`src/rtl/efuse_read_mode.sv`:
```
// eFuse read-back controller: serially reads the fuse word and
// compares it against the expected program word.
module efuse_read_mode #(
    parameter int NBITS   = 32,
    parameter int T_SETUP = 2,
    parameter int SCLK_HI = 2,
    parameter int SCLK_LO = 2,
    parameter int T_HOLD  = 2
) (
    input  logic             clk_1M,
    input  logic             rst_n,
    input  logic             start,
    input  logic             vddq_on,
    input  logic [NBITS-1:0] exp_data,
    output logic             CSB,
    output logic             PGM,
    output logic             SCLK,
    output logic             DIN,
    input  logic             DOUT,
    output logic             busy,
    output logic [NBITS-1:0] rd_data,
    output logic             done,
    output logic             mismatch,
    output logic             err
);

    localparam int IW = (NBITS > 1) ? $clog2(NBITS) : 1;
    localparam int M1 = (T_SETUP > SCLK_HI) ? T_SETUP : SCLK_HI;
    localparam int M2 = (SCLK_LO > T_HOLD) ? SCLK_LO : T_HOLD;
    localparam int M3 = (M1 > M2) ? M1 : M2;
    localparam int CMAX = (M3 > IW) ? M3 : IW;
    localparam int CW = $clog2(CMAX + 1);

    typedef enum logic [2:0] {
        IDLE, SETUP, HIGH, LOW, HOLD, FIN
    } state_t;

    state_t           state, state_nxt;
    logic [CW-1:0]    cnt, cnt_nxt;
    logic [IW-1:0]    idx, idx_nxt;
    logic             csb_q, csb_nxt;
    logic             sclk_q, sclk_nxt;
    logic             accept, refuse, capture, load;
    logic             refused;
    logic [NBITS-1:0] shift, exp_q;

    assign CSB  = csb_q;
    assign SCLK = sclk_q;
    assign PGM  = 1'b0;
    assign DIN  = 1'b0;

    // State, timing counters and registered macro pins
    always_ff @(posedge clk_1M or negedge rst_n) begin
        if (!rst_n) begin
            state  <= IDLE;
            cnt    <= '0;
            idx    <= '0;
            csb_q  <= 1'b1;
            sclk_q <= 1'b0;
        end else begin
            state  <= state_nxt;
            cnt    <= cnt_nxt;
            idx    <= idx_nxt;
            csb_q  <= csb_nxt;
            sclk_q <= sclk_nxt;
        end
    end

    // Next-state sequencing of the read waveform
    always_comb begin
        state_nxt = state;
        cnt_nxt   = cnt;
        idx_nxt   = idx;
        csb_nxt   = csb_q;
        sclk_nxt  = sclk_q;
        accept    = 1'b0;
        refuse    = 1'b0;
        capture   = 1'b0;
        load      = 1'b0;
        unique case (state)
            IDLE: begin
                csb_nxt  = 1'b1;
                sclk_nxt = 1'b0;
                if (start && vddq_on) begin
                    refuse    = 1'b1;
                    state_nxt = FIN;
                end else if (start) begin
                    accept    = 1'b1;
                    csb_nxt   = 1'b0;
                    cnt_nxt   = '0;
                    idx_nxt   = '0;
                    state_nxt = SETUP;
                end
            end
            SETUP: begin
                if (cnt == CW'(T_SETUP - 1)) begin
                    cnt_nxt   = '0;
                    sclk_nxt  = 1'b1;
                    state_nxt = HIGH;
                end else begin
                    cnt_nxt = cnt + 1'b1;
                end
            end
            HIGH: begin
                if (cnt == CW'(SCLK_HI - 1)) begin
                    cnt_nxt   = '0;
                    capture   = 1'b1;
                    sclk_nxt  = 1'b0;
                    state_nxt = LOW;
                end else begin
                    cnt_nxt = cnt + 1'b1;
                end
            end
            LOW: begin
                if (cnt == CW'(SCLK_LO - 1)) begin
                    cnt_nxt = '0;
                    if (idx == IW'(NBITS - 1)) begin
                        state_nxt = HOLD;
                    end else begin
                        idx_nxt   = idx + 1'b1;
                        sclk_nxt  = 1'b1;
                        state_nxt = HIGH;
                    end
                end else begin
                    cnt_nxt = cnt + 1'b1;
                end
            end
            HOLD: begin
                if (cnt == CW'(T_HOLD - 1)) begin
                    cnt_nxt   = '0;
                    csb_nxt   = 1'b1;
                    load      = 1'b1;
                    state_nxt = FIN;
                end else begin
                    cnt_nxt = cnt + 1'b1;
                end
            end
            FIN: begin
                state_nxt = IDLE;
            end
            default: begin
                state_nxt = IDLE;
            end
        endcase
    end

    // Data path: shift capture, result word and status flags
    always_ff @(posedge clk_1M or negedge rst_n) begin
        if (!rst_n) begin
            shift    <= '0;
            exp_q    <= '0;
            rd_data  <= '0;
            refused  <= 1'b0;
            busy     <= 1'b0;
            done     <= 1'b0;
            err      <= 1'b0;
            mismatch <= 1'b0;
        end else begin
            done <= (state == FIN);
            err  <= (state == FIN) && refused;
            if (accept) begin
                exp_q   <= exp_data;
                busy    <= 1'b1;
                refused <= 1'b0;
            end
            if (refuse) begin
                refused <= 1'b1;
            end
            if (capture) begin
                shift[idx] <= DOUT;
            end
            if (load) begin
                rd_data <= shift;
            end
            if (state == FIN) begin
                busy <= 1'b0;
                if (!refused) begin
                    mismatch <= (shift != exp_q);
                end
            end
        end
    end

endmodule

```
`config.mk`:
```
export PLATFORM = sky130hd
export DESIGN_NAME = efuse_read_mode
export DESIGN_NICKNAME = d
export VERILOG_FILES = /design/src/rtl/efuse_read_mode.sv
export SDC_FILE = /design/constraint.sdc
export NUM_CORES = 1
export LEC_CHECK = 0
export CAP_MARGIN = 20
export CELL_PAD_IN_SITES_DETAIL_PLACEMENT = 0
export CELL_PAD_IN_SITES_GLOBAL_PLACEMENT = 2
export CORE_ASPECT_RATIO = 0.5
export CORE_MARGIN = 2
export CORE_UTILIZATION = 35
export DETAILED_ROUTE_END_ITERATION = 12
export PLACE_DENSITY_LB_ADDON = 0.1
export REMOVE_ABC_BUFFERS = 1
export SLEW_MARGIN = 20
export SYNTH_ARGS = -nofsm -noshare
export SYNTH_HDL_FRONTEND = slang
export SYNTH_SLANG_ARGS = --single-unit
```
`constraint.sdc`:
```
create_clock -name clk_1M -period 2.5 [get_ports clk_1M]
set_input_delay 0.625 -clock clk_1M [delete_from_list [all_inputs] [get_ports clk_1M]]
set_output_delay 0.625 -clock clk_1M [all_outputs]
set_load 0.01 [all_outputs]
```
# ---- Word-level counts from Yosys, hierarchy flattened
# Cells that the tools add are included.
dict set report word_totals {
  ff_bits 114
  inputBits 37
  out_inout_bits 40
  wordCells 91
}
dict set report classes {
  addsub 2
  magnitude_cmp 2
  n_eq_ne 16
  muxes 40
  bitwise 1
  n_reduce_logical 17
}
# op n
set op_table {}
lappend op_table {{32-bit bitwise mux} 1}
lappend op_table {{32-bit != test} 1}
lappend op_table {{3-bit 2-to-1 mux} 10}
lappend op_table {{5-bit 2-to-1 mux} 4}
lappend op_table {{1-bit 2-to-1 mux} 19}
lappend op_table {{3-bit one-hot mux with 5 select lines} 1}
lappend op_table {{5-bit AND reduction} 3}
lappend op_table {{2-bit != test (second input constant)} 7}
lappend op_table {{5-bit one-hot mux with 2 select lines} 1}
lappend op_table {{2-bit nonzero test} 5}
lappend op_table {{3-bit by 1-bit equality test with 1-bit output (second input constant)} 2}
lappend op_table {{3-bit by 2-bit equality test with 1-bit output (second input constant)} 2}
lappend op_table {{3-bit equality test (second input constant)} 2}
lappend op_table {{5-bit by 6-bit less-than comparator with 1-bit output (second input constant)} 1}
lappend op_table {{3-bit one-hot mux with 2 select lines} 1}
lappend op_table {{5-bit by 1-bit adder with 5-bit output (second input constant)} 1}
lappend op_table {{1-bit demux with 5-bit select} 1}
lappend op_table {{5-bit equality test (second input constant)} 1}
lappend op_table {{5-bit by 1-bit >= comparator with 1-bit output (second input constant)} 1}
lappend op_table {{1-bit one-hot mux with 4 select lines} 1}
lappend op_table {{2-bit AND reduction} 2}
lappend op_table {{4-bit nonzero test} 1}
lappend op_table {{4-bit OR reduction} 1}
lappend op_table {{3-bit by 1-bit adder with 3-bit output (second input constant)} 1}
lappend op_table {{6 further kinds} 8}

# ---- Longest topological paths before layout
# Gate-level depths: netlist (run 1).
dict set report logic_depth {
  word_depth 5
  mapped_depth 8
}

# ---- Worst setup path before layout (run 1)
# OpenSTA, ideal clock, no wires.
dict set report synth_timing {
  kind {register to register}
  start {register idx[0]}
  end {register idx[3]}
  setup_ns 0.118
  arrival_ns 1.907
  slack_ns 0.475
  path_stages_with_launch 9
  n_path_buf 1
  period_less_slack_ns 2.025
  path_cell_list {dfrtp_1 > ha_1 > inv_1 > nor2_1 > ha_1 > or3_1 > buf_6 > mux2_4 > a21o_1}
}
dict set report synth_via {
  elab_chain_cells 4
  word_cells_on_any_way 7
  cone_classes {add/sub: 1; eq/ne: 2; mux: 3; reduce/logical: 1}
}
# element line_no
set synth_lines {}
lappend synth_lines {{from (decl)} 40} ;# logic [IW-1:0] idx, idx_nxt;
lappend synth_lines {{from (signal assigned)} 63} ;# idx <= idx_nxt;
lappend synth_lines {{5-bit by 1-bit adder with 5-bit output} 120} ;# idx_nxt = idx + 1'b1;
lappend synth_lines {{5-bit 2-to-1 mux} 117} ;# if (idx == IW'(NBITS - 1)) begin
lappend synth_lines {{5-bit 2-to-1 mux} 115} ;# if (cnt == CW'(SCLK_LO - 1)) begin
lappend synth_lines {{5-bit one-hot mux with 2 select lines} 80} ;# unique case (state)
# Several ways; a longest one is shown, not always the timed one. The select of a mux whose other input is x is not followed.
# A chain may end at the register's enable or synchronous reset.

# ---- Final worst setup path (run 1)
# Ends and elaborated chain as after synthesis.

==> metrics.cfg, run 1 <==
[die]
initial_utilization=0.357
die_w_um=175
design.core.area_mm2=0.0144
area_enclosed_by_the_die_boundary_mm2=0.0157
die_height_um=89.7
fp-row-count=31
ioPinCount=77

[final_layout]
num-nets-final=588
antennaDiodeCount=0
areaGrowthSynthToFinish_pct=30.4
fillers=1358
final_layout_size_suffix_gt1_frac=0.204

[clock_network]
cts_tree=done
clock_pin_slew_on_the_worst_setup_and_hold_paths_ns=0.05
cts_buffers=17
clk_lat_worst_skew_ns=0.41
post_cts_buffers=0
clk_path_buf_depth=2
cts_resized=0
cts-htree-levels=4
cts.sinks=114
root_buffer=sky130_fd_sc_hd__clkbuf_16
postCtsHoldBufs=0

[timing]
tns_ns=0
rsz0062_at_grt=false
min_period_over_period=0.877
fmax_ghz=0.456
actual_slew_at_the_worst_max_slew_pin_ns=0.608
hold_violations=0
timing.clock.skew_ns=0.0105
timing.final.ws_setup_ns=0.306
max_slew_margin=0.594
final.min_clock_period_ns=2.19
setup_viol=0
slew_viol_final=0

[synth]
synth_async_sr_flop_share=1.00
synthCells=469
syn_area_per_cell_um2=11.0
sequential_to_total_area_share_from_yosys_stat=0.555
synth_fa_ha_area_frac=0.0122
post_synthesis_simple_gate_area_fraction=0.167
synth-edff-count=0
netlist_area_mm2=0.00514
post_synth_num_cell_types=43
combinational_family_with_the_most_area_after_synthesis=simple AND/OR/NAND/NOR gates
yosys.area_share.xor_xnor=0.0562
synth-main-ff-cell=sky130_fd_sc_hd__dfrtp_1
synth_seq_cells=114
synth-compound-area-share=0.0287
synth_mux_area_frac=0.150
yosysWarningCount=0

[pwr]
power.leakage_nw=3.03
power_density_mw_per_mm2=1140
vdd_ir_drop_max_v=0.000369

[placed_design]
port-buffer-count=74
detailed_place_hpwl_um=8030
gp_congestion=0.723
dpl_worst_slack_ns=0.145

[global_routing]
grt-ovfl-total=0
grt_pass1_wl_um=19100
global_route.usage.total=0.161
grt_antenna_before_repair=0
grt_max_degree=36
first_global_vias=3526

[worst_setup_path]
endpoint=idx[3]
regToRegSetupSlack_ns=0.31
timing_worst_setup_path_type=reg2reg
setup.worst_path.start=idx[0]
critical_path_peak_fanout=10
ff_to_ff_start=idx[0]
timing.critical_path.to_type=flip-flop
start_kind=flip-flop
required_ns=2.80
r2r_end=idx[3]
worst-endpoint-arrival_ns=2.49
worst_r2r_path_depth=7

[detailed_routing]
drtPass1Iterations=4
detail_route.iter0.violations=172
drc=0
drt-wirelength-per-cell_um=15.6
detail_route.wirelength.met1_um=6500
route.top_layer_used=met4
finalWirelength_um=11800
met2RoutedLength_um=4790
met3_length_um=373
post_route_ant_nets=0
via_per_inst=4.59
dr_total_vias=3467

[job]
max_cap_violations=0

[status]
outcome=complete, no violations

[hold_path]
hold_path.class=in2async

-- placed cells by master (no fill, tap or decap), types with 3 or more instances in the layout --
cell                              count
sky130_fd_sc_hd__o21ai_0              8
sky130_fd_sc_hd__buf_4                9
sky130_fd_sc_hd__mux2_2              65
sky130_fd_sc_hd__clkinv_2             5
sky130_fd_sc_hd__dfrtp_1            113
sky130_fd_sc_hd__nor3_1               3
sky130_fd_sc_hd__inv_1                8
sky130_fd_sc_hd__buf_12               3
sky130_fd_sc_hd__a21oi_1              7
sky130_fd_sc_hd__nor3b_1              4
sky130_fd_sc_hd__nand3_1              6
sky130_fd_sc_hd__clkdlybuf4s50_1     73
sky130_fd_sc_hd__xor2_1              33
sky130_fd_sc_hd__nor2_1               9
sky130_fd_sc_hd__clkbuf_8             3
sky130_fd_sc_hd__clkbuf_16           17
sky130_fd_sc_hd__nor4_1               8
sky130_fd_sc_hd__nand2_1            138
sky130_fd_sc_hd__ha_1                 5
sky130_fd_sc_hd__and4_1               4
-- metrics by stage --
step                instances  hold WS (ns)  total power [W]  cell area (µm²)  utilization
floorplan                 442         0.329          0.00425             5010            -
global placement          725         0.479          0.00533             6120        0.426
detailed placement        725         0.481          0.00537             6120        0.426
CTS                       756         0.188          0.00779             6700        0.466
global route              756         0.202          0.00819             6700        0.466
finish                    756         0.184          0.00767             6700        0.466
-- synthesized netlist by cell type, types with 2 or more instances --
| cell type | count | area [µm²] |
|---|---|---|
| sky130_fd_sc_hd__dfrtp_1 | 113 | 2830 |
| sky130_fd_sc_hd__o21ai_0 | 8 | 40.0 |
| sky130_fd_sc_hd__a21o_1 | 2 | 15.0 |
| sky130_fd_sc_hd__nor2b_1 | 3 | 18.8 |
| sky130_fd_sc_hd__clkbuf_1 | 18 | 67.6 |
| sky130_fd_sc_hd__a21oi_1 | 7 | 35.0 |
| sky130_fd_sc_hd__nand2_1 | 138 | 518 |
| sky130_fd_sc_hd__nor3b_1 | 4 | 30.0 |
| sky130_fd_sc_hd__nor2_1 | 9 | 33.8 |
| sky130_fd_sc_hd__or3_1 | 2 | 12.5 |
| sky130_fd_sc_hd__nand3_1 | 6 | 30.0 |
| sky130_fd_sc_hd__and3b_1 | 2 | 17.5 |
| sky130_fd_sc_hd__and4_1 | 4 | 35.0 |
| sky130_fd_sc_hd__ha_1 | 5 | 62.6 |
| sky130_fd_sc_hd__nand2b_1 | 2 | 12.5 |
| sky130_fd_sc_hd__nor4_1 | 8 | 50.1 |
| sky130_fd_sc_hd__xor2_1 | 33 | 289 |
| sky130_fd_sc_hd__buf_4 | 2 | 15.0 |
| sky130_fd_sc_hd__nor3_1 | 3 | 15.0 |
| sky130_fd_sc_hd__mux2_2 | 65 | 732 |
| sky130_fd_sc_hd__buf_2 | 6 | 30.0 |
| sky130_fd_sc_hd__inv_1 | 8 | 30.0 |
-- cells by family (layout without fill, tap and decap cells) --
family                     after synthesis  in the layout
AOI/OAI and AO/OA                       23             23
xor gates and xnor gates                33             33
adders and majority gates                5              5
buffers and inverters                   36            124
DFF                                    114            114
muxes                                   68             68
other                                    1              2
and+or+nand+nor                        189            189
-- layout make-up --
| class | instances | area, µm² | area share |
|---|---|---|---|
| Sequential cell | 114 | 2850 | 0.426 |
| Multi-Input combinational cell | 320 | 2130 | 0.318 |
| Timing Repair Buffer | 85 | 858 | 0.128 |
| Clock buffer | 21 | 470 | 0.0702 |
| Tap cell | 198 | 248 | 0.0370 |
| Clock inverter | 10 | 109 | 0.0162 |
| Inverter | 8 | 30.0 | 0.00448 |
-- report_power, final --
part / total (W) / leakage [nW] / internal [W] / switching, W
Combinational: 0.00227 / 1.35 / 0.00128 / 0.000990
Clock: 0.00238 / 0.284 / 0.00153 / 0.000847
Sequential: 0.00303 / 1.39 / 0.00252 / 0.000507
Total: 0.00767 / 3.03 / 0.00533 / 0.00234
-- how the worst min path moves through the flow --
| stage | from | end | slack (ns) | cells past startpoint |
|---|---|---|---|---|
| CTS | rst_n | state[0] | 0.19 | 1 |
| global placement | exp_q[16] | exp_q[16] | 0.48 | 2 |
| global route | rst_n | done | 0.20 | 1 |
| finish | rst_n | cnt[0] | 0.18 | 1 |
| detailed placement | busy | busy | 0.48 | 2 |
| floorplan | rst_n | SCLK | 0.33 | 0 |
-- registers in the layout, indices dropped and copies added (netlist names) --
name	cells
exp_q	32
busy	1
SCLK	1
state	3
refused	1
shift	32
done	1
rd_data	32
mismatch	1
idx	5
cnt	3
err	1
CSB	1
-- worst max-delay path, stage by stage, from the launching register on --
cell and delay, ns:
sky130_fd_sc_hd__dfrtp_1 0.43, sky130_fd_sc_hd__ha_1 0.25, sky130_fd_sc_hd__inv_1 0.09, sky130_fd_sc_hd__nor2_1 0.05, sky130_fd_sc_hd__ha_1 0.21, sky130_fd_sc_hd__or3_1 0.54, sky130_fd_sc_hd__mux2_4 0.35, sky130_fd_sc_hd__a21o_1 0.17
-- per-layer routing --
metal,track usage,vias up
met4,0.0455,0
met1,0.242,1676
met2,0.229,58
met3,0.0387,11
li1,-,1722
met5,0,-
(Power assumes the default switching activity.)
==> run 2: changes to the inputs <==
--- a/config.mk
+++ b/config.mk
@@ -11,6 +11,7 @@
 export CORE_ASPECT_RATIO = 0.5
 export CORE_MARGIN = 2
 export CORE_UTILIZATION = 35
+export CTS_BUF_LIST = sky130_fd_sc_hd__clkbuf_8 sky130_fd_sc_hd__clkbuf_16
 export DETAILED_ROUTE_END_ITERATION = 12
 export PLACE_DENSITY_LB_ADDON = 0.1
 export REMOVE_ABC_BUFFERS = 1
==> run 2 against run 1 <==
Compared with the run above:
- clock skew did not move
- sequential share of layout area unchanged
- critical path type unchanged
- total power about the same
- largest power group unchanged
- highest routed layer unchanged
- sequential power is essentially flat
==> metrics.cfg, run 2 (same netlist as run 1, synthesis figures left out) <==
[status]
outcome=complete, no violations

[clock_network]
clock_pin_slew_on_the_worst_setup_and_hold_paths_ns=0.05  ; about the same
clk_path_buf_depth=2  ; unchanged
post_cts_buffers=0  ; unchanged
cts_buffers=17  ; unchanged
cts_tree=done
postCtsHoldBufs=0  ; unchanged
cts_resized=0  ; unchanged
cts-htree-levels=4  ; unchanged
clk_lat_worst_skew_ns=0.41  ; about the same
root_buffer=sky130_fd_sc_hd__clkbuf_16
cts.sinks=114  ; unchanged

[pwr]
power.leakage_nw=3.04  ; +0.14%
power_switching_w=0.00234  ; about the same
clock_power_share=0.310  ; about the same
seq_power_share=0.395  ; about the same
internal_power_w=0.00532  ; about the same
vdd_ir_drop_max_v=0.000369  ; about the same
switching_share=0.306  ; about the same
power_density_mw_per_mm2=1140  ; about the same
comb_power_share=0.295  ; about the same

[timing]
actual_slew_at_the_worst_max_slew_pin_ns=0.608  ; unchanged
max_slew_margin=0.594  ; unchanged
min_period_over_period=0.877  ; about the same
hold_violations=0  ; unchanged
final.min_clock_period_ns=2.19  ; -0.0000950 ns
rsz0062_at_grt=false
setup_viol=0  ; unchanged
fin_worst_hold_slack_ns=0.184  ; +0.0000210 ns
slew_viol_final=0  ; unchanged
fmax_ghz=0.456  ; about the same
tns_ns=0  ; unchanged
timing.clock.skew_ns=0.0105  ; unchanged

[placed_design]
port-buffer-count=74  ; unchanged
dpl.cell_count=725  ; unchanged
detailed_place_hpwl_um=8030  ; unchanged
gp_congestion=0.723  ; unchanged

[die]
design.core.area_mm2=0.0144  ; unchanged
initial_utilization=0.357  ; unchanged
area_enclosed_by_the_die_boundary_mm2=0.0157  ; unchanged
ioPinCount=77  ; unchanged
die_height_um=89.7  ; unchanged
die_w_um=175  ; unchanged
fp-row-count=31  ; unchanged

[job]
max_cap_violations=0  ; unchanged

[worst_setup_path]
regToRegSetupSlack_ns=0.31  ; about the same
required_ns=2.80  ; about the same
start_kind=flip-flop
critical_path_peak_fanout=10  ; unchanged
timing_worst_setup_path_type=reg2reg
worst_r2r_path_depth=7  ; unchanged
worst-endpoint-arrival_ns=2.49  ; about the same
timing.critical_path.to_type=flip-flop

[final_layout]
layout.cells.most_common_list=138 x sky130_fd_sc_hd__nand2_1, 113 x sky130_fd_sc_hd__dfrtp_1, 73 x sky130_fd_sc_hd__clkdlybuf4s50_1
final_layout_size_suffix_gt1_frac=0.204  ; unchanged
fillers=1358  ; unchanged
num-nets-final=588  ; unchanged
areaGrowthSynthToFinish_pct=30.4  ; unchanged
antennaDiodeCount=0  ; unchanged
layout.cells.non_filler=756  ; unchanged
layout.cells.most_common=sky130_fd_sc_hd__nand2_1
reg.largest.list=exp_q: 32 flops, rd_data: 32 flops, shift: 32 flops

[detailed_routing]
dr_total_vias=3467  ; unchanged
post_route_ant_nets=0  ; unchanged
finalWirelength_um=11800  ; about the same
drtPass1Iterations=4  ; unchanged
via_per_inst=4.59  ; unchanged
drc=0  ; unchanged
detail_route.iter0.violations=172  ; unchanged
drt-wirelength-per-cell_um=15.6  ; about the same

[global_routing]
first_global_vias=3526  ; unchanged
global_route.usage.total=0.161  ; unchanged
grt-ovfl-total=0  ; unchanged
grt_antenna_before_repair=0  ; unchanged
grt_pass1_wl_um=19100  ; unchanged
grt_max_degree=36  ; unchanged

[hold_path]
hold_path.class=in2async

[run 2: through the flow]
step | instance area, µm² | worst slack [ns] | total power [W] | utilization
2_1_floorplan | 5010 | 0.0984 | 0.00425 | -
3_3_place_gp | 6120 | 0.186 | 0.00533 | 0.426
3_5_place_dp | 6120 | 0.145 | 0.00537 | 0.426
4_1_cts | 6700 | 0.294 | 0.00779 | 0.466
5_1_grt | 6700 | 0.177 | 0.00819 | 0.466
6_report | 6700 | 0.307 | 0.00767 | 0.466
[run 2: final cells by class]
cell class,instances,area [µm²],area share
flip-flops and latches,114,2850,0.426
multi-input cells,320,2130,0.318
repair buffers,85,858,0.128
clock buffers,20,467,0.0696
well taps,198,248,0.0370
clock inverters,11,113,0.0168
inverters,8,30.0,0.00448
[run 2: power groups by stage]
stage	Clock (W)	Sequential (W)	Combinational [W]
after global placement	0	0.00305	0.00228
final	0.00237	0.00303	0.00227
after floorplan	0	0.00310	0.00114
after global routing	0.00253	0.00313	0.00253
after CTS	0.00243	0.00304	0.00231
after detailed placement	0	0.00307	0.00230
[run 2: worst paths after layout]
path                                 from          end
worst max-delay path               idx[0]       idx[3]
worst min-delay path                rst_n       cnt[0]
worst max register to register     idx[0]       idx[3]
worst min register to register  exp_q[11]    exp_q[11]
max in group asynchronous           rst_n  rd_data[31]
min in group clk_1M             exp_q[11]    exp_q[11]
[run 2: metal layers]
| layer | wire, µm | global-route usage |
|---|---|---|
| met1 | 6500 | 0.242 |
| met2 | 4790 | 0.229 |
| met3 | 374 | 0.0387 |
| met4 | 106 | 0.0455 |
| met5 | 0 | 0 |
[run 2: worst max-delay path, stage by stage (launching register included)]
cell	delay [ns]
sky130_fd_sc_hd__dfrtp_1	0.43
sky130_fd_sc_hd__ha_1	0.25
sky130_fd_sc_hd__inv_1	0.09
sky130_fd_sc_hd__nor2_1	0.05
sky130_fd_sc_hd__ha_1	0.21
sky130_fd_sc_hd__or3_1	0.54
sky130_fd_sc_hd__mux2_4	0.35
sky130_fd_sc_hd__a21o_1	0.17
